[config.mk]
export PLATFORM = sky130hd
export DESIGN_NAME = frog_life_manager_flat
export DESIGN_NICKNAME = d
export VERILOG_FILES = /design/src/rtl/frog_life_manager_if.sv /design/src/rtl/frog_life_manager.sv /design/src/flat_wrapper.sv
export SDC_FILE = /design/constraint.sdc
export NUM_CORES = 1
export LEC_CHECK = 0
export CAP_MARGIN = 10
export CORE_UTILIZATION = 51
export CTS_BUF_LIST = sky130_fd_sc_hd__clkbuf_4 sky130_fd_sc_hd__clkbuf_8
export DETAILED_ROUTE_END_ITERATION = 16
export PLACE_DENSITY_LB_ADDON = 0.08
export SYNTH_ARGS = -nofsm -noshare
export SYNTH_HDL_FRONTEND = slang
export SYNTH_SLANG_ARGS = --single-unit
[constraint.sdc]
create_clock -name i_Clk -period 2 [get_ports i_Clk]
set_clock_uncertainty 0.15 [all_clocks]
set_input_delay 0.4 -clock i_Clk [delete_from_list [all_inputs] [get_ports i_Clk]]
set_output_delay 0.4 -clock i_Clk [all_outputs]
set_load 0.02 [all_outputs]
[src/rtl/frog_life_manager_if.sv]
// Signal bundle between the collision/frog/car blocks and the frog life manager.
// The manager sits on the slave side: it consumes the i_* strobes and drives the o_* status.
interface frog_life_manager_if;
  logic       i_Frame_Tick;
  logic       i_Start;
  logic       i_Has_Collided;
  logic [8:0] i_Frog_Y;
  logic [1:0] o_State;
  logic [2:0] o_Lives;
  logic [2:0] o_Level;
  logic       o_Frog_Respawn;
  logic       o_Freeze;
  logic       o_Game_Over;

  modport master (
    output i_Frame_Tick, i_Start, i_Has_Collided, i_Frog_Y,
    input  o_State, o_Lives, o_Level, o_Frog_Respawn, o_Freeze, o_Game_Over
  );

  modport slave (
    input  i_Frame_Tick, i_Start, i_Has_Collided, i_Frog_Y,
    output o_State, o_Lives, o_Level, o_Frog_Respawn, o_Freeze, o_Game_Over
  );
endinterface

[src/rtl/frog_life_manager.sv]
// Play / death / game-over sequencer: owns lives and level, drives respawn and freeze.
// Every output is a register; inputs only ever reach outputs through the single state process.
module frog_life_manager #(
  parameter int START_LIVES  = 3,
  parameter int MAX_LEVEL    = 7,
  parameter int DEATH_FRAMES = 60,
  parameter int GRACE_CYCLES = 2,
  parameter int TILE_SIZE    = 32
) (
  input  logic                i_Clk,
  input  logic                i_Rst_N,
  frog_life_manager_if.slave  bus
);

  localparam int DEATH_W = $clog2(DEATH_FRAMES + 1);
  localparam int GRACE_W = (GRACE_CYCLES < 1) ? 1 : $clog2(GRACE_CYCLES + 1);

  localparam logic [DEATH_W-1:0] DEATH_LAST = DEATH_W'(DEATH_FRAMES);
  localparam logic [DEATH_W-1:0] DEATH_ONE  = DEATH_W'(1);
  localparam logic [GRACE_W-1:0] GRACE_LOAD = GRACE_W'(GRACE_CYCLES);
  localparam logic [GRACE_W-1:0] GRACE_ONE  = GRACE_W'(1);
  localparam logic [2:0]         LIVES_LOAD = 3'(START_LIVES);
  localparam logic [2:0]         LEVEL_MAX  = 3'(MAX_LEVEL);
  localparam logic [8:0]         GOAL_Y     = 9'(TILE_SIZE);

  typedef enum logic [1:0] {
    ST_IDLE  = 2'd0,
    ST_PLAY  = 2'd1,
    ST_DYING = 2'd2,
    ST_OVER  = 2'd3
  } state_t;

  state_t               state_reg;
  logic [2:0]           lives_reg;
  logic [2:0]           level_reg;
  logic                 respawn_reg;
  logic                 freeze_reg;
  logic                 game_over_reg;
  logic [DEATH_W-1:0]   death_cnt_reg;
  logic [GRACE_W-1:0]   grace_reg;

  logic collide_hit;
  logic goal_hit;

  // Both events are masked while the post-respawn grace window is still open.
  assign collide_hit = bus.i_Has_Collided && (grace_reg == '0);
  assign goal_hit    = (bus.i_Frog_Y < GOAL_Y) && (grace_reg == '0);

  always_ff @(posedge i_Clk) begin
    if (!i_Rst_N) begin
      state_reg     <= ST_IDLE;
      lives_reg     <= LIVES_LOAD;
      level_reg     <= 3'd0;
      respawn_reg   <= 1'b0;
      freeze_reg    <= 1'b1;
      game_over_reg <= 1'b0;
      death_cnt_reg <= '0;
      grace_reg     <= '0;
    end else begin
      respawn_reg <= 1'b0;
      case (state_reg)
        ST_IDLE, ST_OVER: begin
          if (bus.i_Start) begin
            state_reg     <= ST_PLAY;
            lives_reg     <= LIVES_LOAD;
            level_reg     <= 3'd0;
            respawn_reg   <= 1'b1;
            freeze_reg    <= 1'b0;
            game_over_reg <= 1'b0;
            grace_reg     <= GRACE_LOAD;
          end
        end

        ST_PLAY: begin
          if (grace_reg != '0) begin
            grace_reg <= grace_reg - GRACE_ONE;
          end
          // Collision has priority over a goal sampled on the same edge.
          if (collide_hit) begin
            freeze_reg <= 1'b1;
            if (lives_reg <= 3'd1) begin
              lives_reg     <= 3'd0;
              state_reg     <= ST_OVER;
              game_over_reg <= 1'b1;
            end else begin
              lives_reg     <= lives_reg - 3'd1;
              state_reg     <= ST_DYING;
              death_cnt_reg <= '0;
            end
          end else if (goal_hit) begin
            if (level_reg < LEVEL_MAX) begin
              level_reg <= level_reg + 3'd1;
            end
            respawn_reg <= 1'b1;
            grace_reg   <= GRACE_LOAD;
          end
        end

        ST_DYING: begin
          if (bus.i_Frame_Tick) begin
            death_cnt_reg <= death_cnt_reg + DEATH_ONE;
            if (death_cnt_reg + DEATH_ONE == DEATH_LAST) begin
              state_reg   <= ST_PLAY;
              respawn_reg <= 1'b1;
              freeze_reg  <= 1'b0;
              grace_reg   <= GRACE_LOAD;
            end
          end
        end

        default: begin
          state_reg <= ST_IDLE;
        end
      endcase
    end
  end

  assign bus.o_State        = state_reg;
  assign bus.o_Lives        = lives_reg;
  assign bus.o_Level        = level_reg;
  assign bus.o_Frog_Respawn = respawn_reg;
  assign bus.o_Freeze       = freeze_reg;
  assign bus.o_Game_Over    = game_over_reg;

endmodule

[src/flat_wrapper.sv]
// flat-port wrapper written by rule: the top's interface ports become plain ports
module frog_life_manager_flat 
#(
  parameter int START_LIVES  = 3,
  parameter int MAX_LEVEL    = 7,
  parameter int DEATH_FRAMES = 60,
  parameter int GRACE_CYCLES = 2,
  parameter int TILE_SIZE    = 32
)
  (i_Clk, i_Rst_N, bus_i_Frame_Tick, bus_i_Start, bus_i_Has_Collided, bus_i_Frog_Y, bus_o_State, bus_o_Lives, bus_o_Level, bus_o_Frog_Respawn, bus_o_Freeze, bus_o_Game_Over);
  frog_life_manager_if bus_i ();
  input  logic i_Clk;
  input  logic i_Rst_N;
  input wire logic [$bits(bus_i.i_Frame_Tick)-1:0] bus_i_Frame_Tick;
  input wire logic [$bits(bus_i.i_Start)-1:0] bus_i_Start;
  input wire logic [$bits(bus_i.i_Has_Collided)-1:0] bus_i_Has_Collided;
  input wire logic [$bits(bus_i.i_Frog_Y)-1:0] bus_i_Frog_Y;
  output wire logic [$bits(bus_i.o_State)-1:0] bus_o_State;
  output wire logic [$bits(bus_i.o_Lives)-1:0] bus_o_Lives;
  output wire logic [$bits(bus_i.o_Level)-1:0] bus_o_Level;
  output wire logic [$bits(bus_i.o_Frog_Respawn)-1:0] bus_o_Frog_Respawn;
  output wire logic [$bits(bus_i.o_Freeze)-1:0] bus_o_Freeze;
  output wire logic [$bits(bus_i.o_Game_Over)-1:0] bus_o_Game_Over;
  assign bus_i.i_Frame_Tick = bus_i_Frame_Tick;
  assign bus_i.i_Start = bus_i_Start;
  assign bus_i.i_Has_Collided = bus_i_Has_Collided;
  assign bus_i.i_Frog_Y = bus_i_Frog_Y;
  assign bus_o_State = bus_i.o_State;
  assign bus_o_Lives = bus_i.o_Lives;
  assign bus_o_Level = bus_i.o_Level;
  assign bus_o_Frog_Respawn = bus_i.o_Frog_Respawn;
  assign bus_o_Freeze = bus_i.o_Freeze;
  assign bus_o_Game_Over = bus_i.o_Game_Over;
  frog_life_manager #(.START_LIVES(START_LIVES), .MAX_LEVEL(MAX_LEVEL), .DEATH_FRAMES(DEATH_FRAMES), .GRACE_CYCLES(GRACE_CYCLES), .TILE_SIZE(TILE_SIZE)) u_core (.i_Clk(i_Clk), .i_Rst_N(i_Rst_N), .bus(bus_i));
endmodule
; Word-level counts from Yosys, hierarchy flattened
; Index checks and enable logic that the tools add are counted.
[totals]
register_bits = 19
[op_classes]
muxes = 40
magnitude_cmp = 3
n_eq_ne = 13
add_sub_neg = 4
n_reduce_logical = 14
[ops]
columns = op, count
row1 = 3-bit two-way mux, 7
row2 = 2-bit two-way mux, 10
row3 = 6-bit two-way mux, 3
row4 = 1-bit two-way mux, 12
row5 = 2-bit one-hot mux with 3 select lines, 2
row6 = 3-bit one-hot mux with 2 select lines, 2
row7 = 6-bit one-hot mux with 2 select lines, 1
row8 = 4-bit AND reduction, 3
row9 = "2-bit by 1-bit inequality test with 1-bit output, second input constant", 5
row10 = "9-bit by 6-bit less-than comparator with 1-bit output, second input constant", 1
row11 = "2-bit inequality test, second input constant", 4
row12 = "6-bit by 1-bit adder with 6-bit output, second input constant", 1
row13 = "6-bit == test, second input constant", 1
row14 = 1-bit one-hot mux with 3 select lines, 2
row15 = 3-bit AND reduction, 2
row16 = 2-bit nonzero test, 3
row17 = 5-bit AND reduction, 1
row18 = "2-bit == test, second input constant", 2
row19 = 2-bit zero test, 2
row20 = "3-bit by 1-bit adder with 3-bit output, second input constant", 1
row21 = "3-bit by 1-bit <= comparator with 1-bit output, second input constant", 1
row22 = "3-bit less-than comparator, second input constant", 1
row23 = "3-bit by 1-bit subtractor with 3-bit output, second input constant", 1
row24 = "2-bit by 1-bit == test with 1-bit output, second input constant", 1
row25 = 4 further kinds, 5

; Logic depth before layout (Yosys ltp)
; Gate-level depths: netlist of run 1.
[depth]
depth_word = 5
depth_mapped = 7
mapped_depth_nobuf = 6

; Least setup slack after synthesis of run 1
; Ideal clock, no wire load.
[synth_timing]
path_type = flip-flop to flip-flop
startpoint = reg u_core.state_reg[1], in the netlist u_core.bus.o_State[1]
endpoint = reg u_core.death_cnt_reg[0]
synth_period_minus_slack_ns = 1.978
arrival_time_ns = 1.712
required_ns = 1.734
stages_incl_launch_ff = 7
slack_ns = 0.022
cell_sequence = dfxtp_1 ha_1 clkbuf_1 mux2i_1 a21oi_4 and3_2 a31o_2
[synth_via]
elab_chain_len = 3
word_cells_on_any_way = 8
[synth_lines]
columns = item, line_no
row1 = start: declaration, frog_life_manager.sv:33  ; state_t state_reg;
row2 = start signal: assignment, frog_life_manager.sv:51  ; state_reg <= ST_IDLE;
row3 = start signal: assignment, frog_life_manager.sv:64  ; state_reg <= ST_PLAY;
row4 = start signal: assignment, frog_life_manager.sv:83  ; state_reg <= ST_OVER;
row5 = 2-bit by 1-bit == test with 1-bit output or 2-bit == test (tied branches), frog_life_manager.sv:61  ; case (state_reg)
row6 = 2-bit inequality test (no source line) (tied with other cells), --
row7 = 4-bit AND reduction (no source line), --
row8 = end signal: assignment, frog_life_manager.sv:101  ; death_cnt_reg <= death_cnt_reg + DEATH_ONE;
row9 = end: declaration, frog_life_manager.sv:39  ; logic [DEATH_W-1:0] death_cnt_reg;
; Parallel ways exist; a longest one is shown, timed or not.
; A chain may end at the register's enable or synchronous reset.

; Worst setup path in the final report of run 1
[layout_timing]
startpoint = in bus_i_Has_Collided
endpoint = reg u_core.death_cnt_reg[2]
[layout_via]
elab_chain_len = 3
[layout_lines]
columns = item, line_no
row1 = start: declaration, flat_wrapper.sv:16  ; input wire logic [$bits(bus_i.i_Has_Collided)-1:0] bus_i_Has_Collided;
row2 = 1-bit logical AND, frog_life_manager.sv:46  ; assign collide_hit = bus.i_Has_Collided && (grace_reg == '0);
row3 = 2-bit by 1-bit inequality test with 1-bit output (no source line), --
row4 = 4-bit AND reduction (no source line), --
; Every way passes these cells.

==> impl_results.md, run 1 <==
- Post-Syn Nets: roughly 150
- Synth Cell Area: 0.00110 sq mm
- Cell internal pwr: about 940 uW
- Status: completed
- H-tree levels: 1
- Number of flops mapped to enable cells by yosys: 0
- Library cells used by synthesis: 41
- Detail Route Antenna Nets: 0
- Fmax: 516 MHz
- Combinational share of power: 55.6%
- Most common cell in the netlist: dfxtp_1
- Synth-to-Final Area Change: 29.2%
- Clock group share of total power: between 10 and 15%
- Reg2Reg Depth: 5
- CP Data Arrival Time: approximately 2 ns
- Synthesis-stage register bit count: 19
- CP max FO: 8
- Later-pin clock latency in the skew report: 0.30 ns
- Clock Pin Slew Worst Setup and Hold Paths: ~0.11 ns
- CTS tree: done
- Fin crit share: between 90 and 100%
- Sw Pwr: 681 uW
- Dominant cell type by area after synthesis: dfxtp_1
- Initial Util: 54.9%
- Hold depth: 2
- Critical path type: input port to flop
- Final hold vios: 0
- Worst min path class: flop to flop
- Max stage delay on crit path: around 0.48 ns
- Mapped Avg Cell Area: 8.79 sq um
- Worst-case clock buffer depth: 2
- Slowest CP cell: clkdlybuf4s50_1
- Routed WL per cell: 14.8 um
- Max reg flops: 6
- Worst Max-Slew Pin Slew: 0.399 ns
- Synth top area cells: dfxtp_1 (35%), ha_1 (6.8%), nand3_1 (5.0%), mux2i_1 (4.6%), inv_1 (3.4%)
- DR DRC count: 0
- Yosys warnings: 0
- Sequential share of power: 31.5%
- Worst Setup Start Kind: input port
- WL final: ~2700 um
- Tot GR Track Use: roughly 25%
- Antenna Cells: 0
- Post-DP HPWL: 1880 um
- Vias in the first global route: 978
- Max-cap violations: 0
- Layout cell share with drive strength beyond 1: 16.3%
- Most used DFF post-synth: dfxtp_1
- CTS buffer count: 3
- Port Buffers: 19
- Drt pass-1 iters: 4
- Clock Sinks: 19
- Max VDD drop: 886 uV
- Setup TNS: 0 ns
- Sequential-to-total area share from yosys stat: between 30% and 40%
- Leakage: between 0.0005 and 0.0006 uW
- Via count: 1071
- GPL Wtd Cong: 0.799
- Crit path required time: 2.10 ns
- Post-CTS setup buffers: 0
- Post-synthesis async set-or-reset flop share: 0%
- Min Tclk post-route: between 1.5 and 2 ns
- Final number of setup-violating endpoints: 0
- Fin. max-slew vios: 0
- Gr ovfl total: 0
- Slew HR: 73.2%
- Core Footprint: about 0.002 sq mm
- RSZ-0062 raised after global routing: false
- Power Dens Cells: 1140 mW/mm^2
- Chip height: 48.4 um
- Critical Path, Cell by Cell: clkdlybuf4s50_1, or3b_4, a21oi_4, and3_2, a41o_1
- Clk root buf: clkbuf_4
- Initial antenna violation count: 0
- Initial DRC count: 28
- Pin count of the biggest net entering global routing: 18
- Design Power: 1620 uW
- Nets: between 150 and 200
- FP Rows: 16
- Die ar.: between 0.002 and 0.0025 sq mm
- First-pass GRT wire length: 4630 um
- Mapped Cells: ~130
- Net Sw Frac: a little over two fifths
- Vias per std cell: roughly 6
- Commonest cells post-synth: dfxtp_1 (19), nand3_1 (11), inv_1 (10), nand2_1 (9), a21oi_1 (7)
- Post-synth top area share: between 30% and 40%
- # IOs: 25
- Crit end category: flop
- Die width: 48.4 um
==> critical path, delay by kind of cell <==
family	cells	cell delay (ns)
AOI/OAI and AO/OA	2	0.44
buffers and inverters	1	0.48
and+or+nand+nor	2	0.72
==> power by group through the flow <==
stage / Clock, uW / Sequential (uW) / Combinational [uW]
after detailed placement: 0 / 521 / 884
after floorplan: 0 / 582 / 495
after global placement: 0 / 516 / 846
after CTS: 218 / 512 / 889
after global routing: 236 / 526 / 983
final: 209 / 512 / 903
==> cells by family after synthesis <==
logic type / after synthesis / share of synthesized area (%)
mux: 5 / 4.56
buf+inv: 16 / 5.81
compound gates: 39 / 27.8
simple gates: 40 / 20.4
flops: 19 / 34.6
fa+ha+maj: 6 / 6.83
==> worst paths after layout <==
path | to | startpoint | slack (ns)
setup reg to reg | u_core.grace_reg[0]$_SDFFE_PN0P_ | u_core.bus.o_State[0]$_SDFFE_PN0P_ | 0.10
hold reg to reg | u_core.bus.o_Freeze$_SDFFE_PN1P_ | u_core.bus.o_Freeze$_SDFFE_PN1P_ | 0.35
hold / removal | u_core.bus.o_Freeze$_SDFFE_PN1P_ | u_core.bus.o_Freeze$_SDFFE_PN1P_ | 0.35
setup / recovery | u_core.death_cnt_reg[2]$_SDFFE_PN0P_ | bus_i_Has_Collided | 0.06
==> cell usage in the layout (no fill, tap or decap), drive strengths merged, types with 5 or more instances in the layout <==
cell	n
a21oi	9
buf	11
clkdlybuf4s50	18
dfxtp	19
ha	6
inv	10
mux2i	5
nand2	9
nand3	11
o21ai	5
==> per-layer routing <==
layer,wire [um],GRT usage [%],vias up
met5,0,0,-
met4,49,14.7,0
met3,156,4.09,6
met2,1180,36.9,47
met1,1280,34.8,492
li1,-,-,526
==> through the flow <==
stage                     setup WS, ns  area [sq um]  hold slack, ns  cells  utilization, %
after floorplan                 0.0220          1100           0.334    125               -
after global placement          -0.206          1380           0.315    176            68.9
after detailed placement        -0.236          1380           0.336    176            68.9
after CTS                       0.0614          1410           0.351    180            70.4
after global routing           0.00555          1420           0.365    180            70.9
final                           0.0616          1420           0.345    180            70.9
==> layout make-up <==
cell class	count	area, sq um
sequential	19	380
inverter	10	37.5
multi-input combinational	90	662
tap	27	33.8
fill	159	583
clock buffer	4	30.0
timing repair buffer	30	275
==> repair_timing <==
| item | in CTS | in global routing |
|---|---|---|
| gates resized for setup | 0 | 3 |
| endpoints found under the hold margin | 0 | 0 |
| endpoints found under the setup margin | 0 | 11 |
| hold buffers | 0 | 0 |
No activity file was read; power rests on OpenSTA's default activity.
==> inputs of run 2 (changes only) <==
GPL_ROUTABILITY_DRIVEN = 0   (was not set)
==> results of run 2 <==
The final DEF is identical to that of run 1; final timing and power are the same.
==> inputs of run 3 (changes only) <==
CORE_UTILIZATION = 25   (was 51)
PLACE_DENSITY = 0.53   (was not set)
PLACE_DENSITY_LB_ADDON = not set   (was 0.08)
==> impl_results.md, run 3 (synthesized netlist as in run 1, its figures left out) <==
- Chip height: 68.3 um (was 48.4 um)
- Leakage: 0.000564 uW (was 0.000559 uW)
- Final hold vios: 0 (unchanged)
- Detail Route Antenna Nets: 0 (unchanged)
- Max VDD drop: 545 uV (was 886 uV)
- Crit path required time: 2.06 ns (was 2.10 ns)
- Commonest cells after routing, fill and taps aside: clkdlybuf4s50_1 (19), dfxtp_1 (19), buf_4 (12), nand3_1 (11), inv_1 (10) (was dfxtp_1 (19), clkdlybuf4s50_1 (18), buf_4 (11), inv_1 (10), nand3_1 (10))
- Finished Core Util: 35.7% (was 70.9%)
- Sequential share of power: 30.3% (was 31.5%)
- Net Sw Frac: 39.8% (was 41.9%)
- Synth-to-Final Area Change: 33.8% (was 29.2%)
- Port Buffers: 19 (unchanged)
- WL final: 2680 um (was 2660 um)
- Initial Util: 26.7% (was 54.9%)
- Worst Setup Start Kind: input port (unchanged)
- Later-pin clock latency in the skew report: 0.26 ns (was 0.30 ns)
- Nets: 175 (was 174)
- H-tree levels: 1 (unchanged)
- RSZ-0062 raised after global routing: false (unchanged)
- Critical Path, Cell by Cell: clkdlybuf4s50_1, or3b_4, a21oi_4, and3_4, a41o_1 (was clkdlybuf4s50_1, or3b_4, a21oi_4, and3_2, a41o_1)
- CP Data Arrival Time: 1.99 ns (was 2.04 ns)
- Clock group share of total power: 17.4% (was 12.9%)
- Vias in the first global route: 965 (was 978)
- Routed WL per cell: 13.1 um (was 14.8 um)
- Filler Cells Inserted: 414 (was 159)
- Via count: 1040 (was 1071)
- Sw Pwr: 675 uW (was 681 uW)
- Max-cap violations: 0 (unchanged)
- First-pass GRT wire length: 4450 um (was 4630 um)
- Antenna Cells: 0 (unchanged)
- Design Power: 1690 uW (was 1620 uW)
- Layout cell share with drive strength beyond 1: 16.2% (was 16.3%)
- Worst-case clock buffer depth: 2 (unchanged)
- # IOs: 25 (unchanged)
- Post-DP HPWL: 1970 um (was 1880 um)
- Drt pass-1 iters: 4 (unchanged)
- Initial DRC count: 49 (was 28)
- Final number of setup-violating endpoints: 0 (unchanged)
- Worst Max-Slew Pin Slew: 0.423 ns (was 0.399 ns)
- CTS tree: done (unchanged)
- Vias per std cell: 5.10 (was 5.95)
- Power Dens Cells: 1150 mW/mm^2 (was 1140 mW/mm^2)
- Clock Sinks: 19 (unchanged)
- Slowest CP cell: clkdlybuf4s50_1 (unchanged)
- Tot GR Track Use: 12.8% (was 25.2%)
- Die ar.: 0.00466 sq mm (was 0.00234 sq mm)
- Fmax: 519 MHz (was 516 MHz)
- Critical path type: input port to flop (unchanged)
- FP Rows: 23 (was 16)
- CP max FO: 8 (unchanged)
- Worst min path class: flop to flop (unchanged)
- Crit end category: flop (unchanged)
- Max stage delay on crit path: 0.47 ns (was 0.48 ns)
- Cell internal pwr: 1020 uW (was 944 uW)
- Min Tclk post-route: 1.93 ns (was 1.94 ns)
- Slew HR: 71.7% (was 73.2%)
- CTS buffer count: 3 (unchanged)
- Fin. max-slew vios: 0 (unchanged)
- Clk root buf: clkbuf_8 (was clkbuf_4)
- Gr ovfl total: 0 (unchanged)
- DR DRC count: 0 (unchanged)
- Max reg flops: 6 (unchanged)
- Initial antenna violation count: 0 (unchanged)
- Die width: 68.3 um (was 48.4 um)
- Pin count of the biggest net entering global routing: 18 (unchanged)
- Clock Pin Slew Worst Setup and Hold Paths: 0.07 ns (was 0.11 ns)
- Combinational share of power: 52.3% (was 55.6%)
- Core Footprint: 0.00412 sq mm (was 0.00200 sq mm)
- Fin crit share: 96.4% (was 96.9%)
- Post-CTS setup buffers: 0 (unchanged)
- Status: completed (unchanged)
run 3: cell types whose count changed in the layout (fill, tap and decap cells not counted), sizes merged:
cell           previous run  this run
clkdlybuf4s50            18        19
dlymetal6s2s              1         0
buf                      11        12
run 3: critical path: cells and delay by family:
| kind | cells | cell delay [ns] |
|---|---|---|
| and+or+nand+nor | 2 | 0.70 |
| buffers and inverters | 1 | 0.47 |
| AOI/OAI and AO/OA | 2 | 0.42 |
run 3: worst paths after layout:
path,startpoint,to,slack (ns),depth (start not counted)
hold / removal,u_core.bus.o_Freeze$_SDFFE_PN1P_,u_core.bus.o_Freeze$_SDFFE_PN1P_,0.32,2
hold reg to reg,u_core.bus.o_Freeze$_SDFFE_PN1P_,u_core.bus.o_Freeze$_SDFFE_PN1P_,0.32,2
setup / recovery,bus_i_Has_Collided,u_core.death_cnt_reg[2]$_SDFFE_PN0P_,0.07,5
setup reg to reg,u_core.death_cnt_reg[0]$_SDFFE_PN0P_,u_core.grace_reg[0]$_SDFFE_PN0P_,0.16,5
run 3: power groups by stage:
stage	registers [uW]	logic [uW]	clock network, uW
after floorplan	582	495	0
final	514	885	294
after global routing	530	983	321
after global placement	520	870	0
after CTS	516	883	304
after detailed placement	525	882	0
run 3: per-layer routing:
layer / wire length, um / global-route usage (%) / vias up / part of all wire [%]
met4: 56 / 5.73 / 0 / 2.1
met1: 1290 / 17.4 / 492 / 48
met2: 1250 / 19.2 / 11 / 47
met5: 0 / 0 / - / 0
li1: - / - / 532 / -
met3: 71 / 2.67 / 5 / 2.7
run 3: final cells by class:
cell class	instances	area, sq um	area share, %
Clock buffer	4	48.8	3.32
Inverter	10	37.5	2.55
Tap cell	50	62.6	4.26
Sequential cell	19	380	25.9
Multi-Input combinational cell	90	661	44.9
Timing Repair Buffer	31	280	19.1
run 3: what timing repair did:
action                     in CTS  in global routing
resized for setup               0                  2
hold buffers                    0                  0
setup endpoints to repair       0                  4
run 3: metrics by stage:
step	setup slack [ns]	hold WS (ns)	instance area, sq um	instances	TNS, ns
floorplan	0.0220	0.334	1100	125	0
global placement	-0.213	0.312	1420	200	-1.69
detailed placement	-0.250	0.313	1420	200	-1.92
CTS	0.0238	0.325	1460	204	0
global route	0.0172	0.378	1470	204	0
finish	0.0722	0.320	1470	204	0
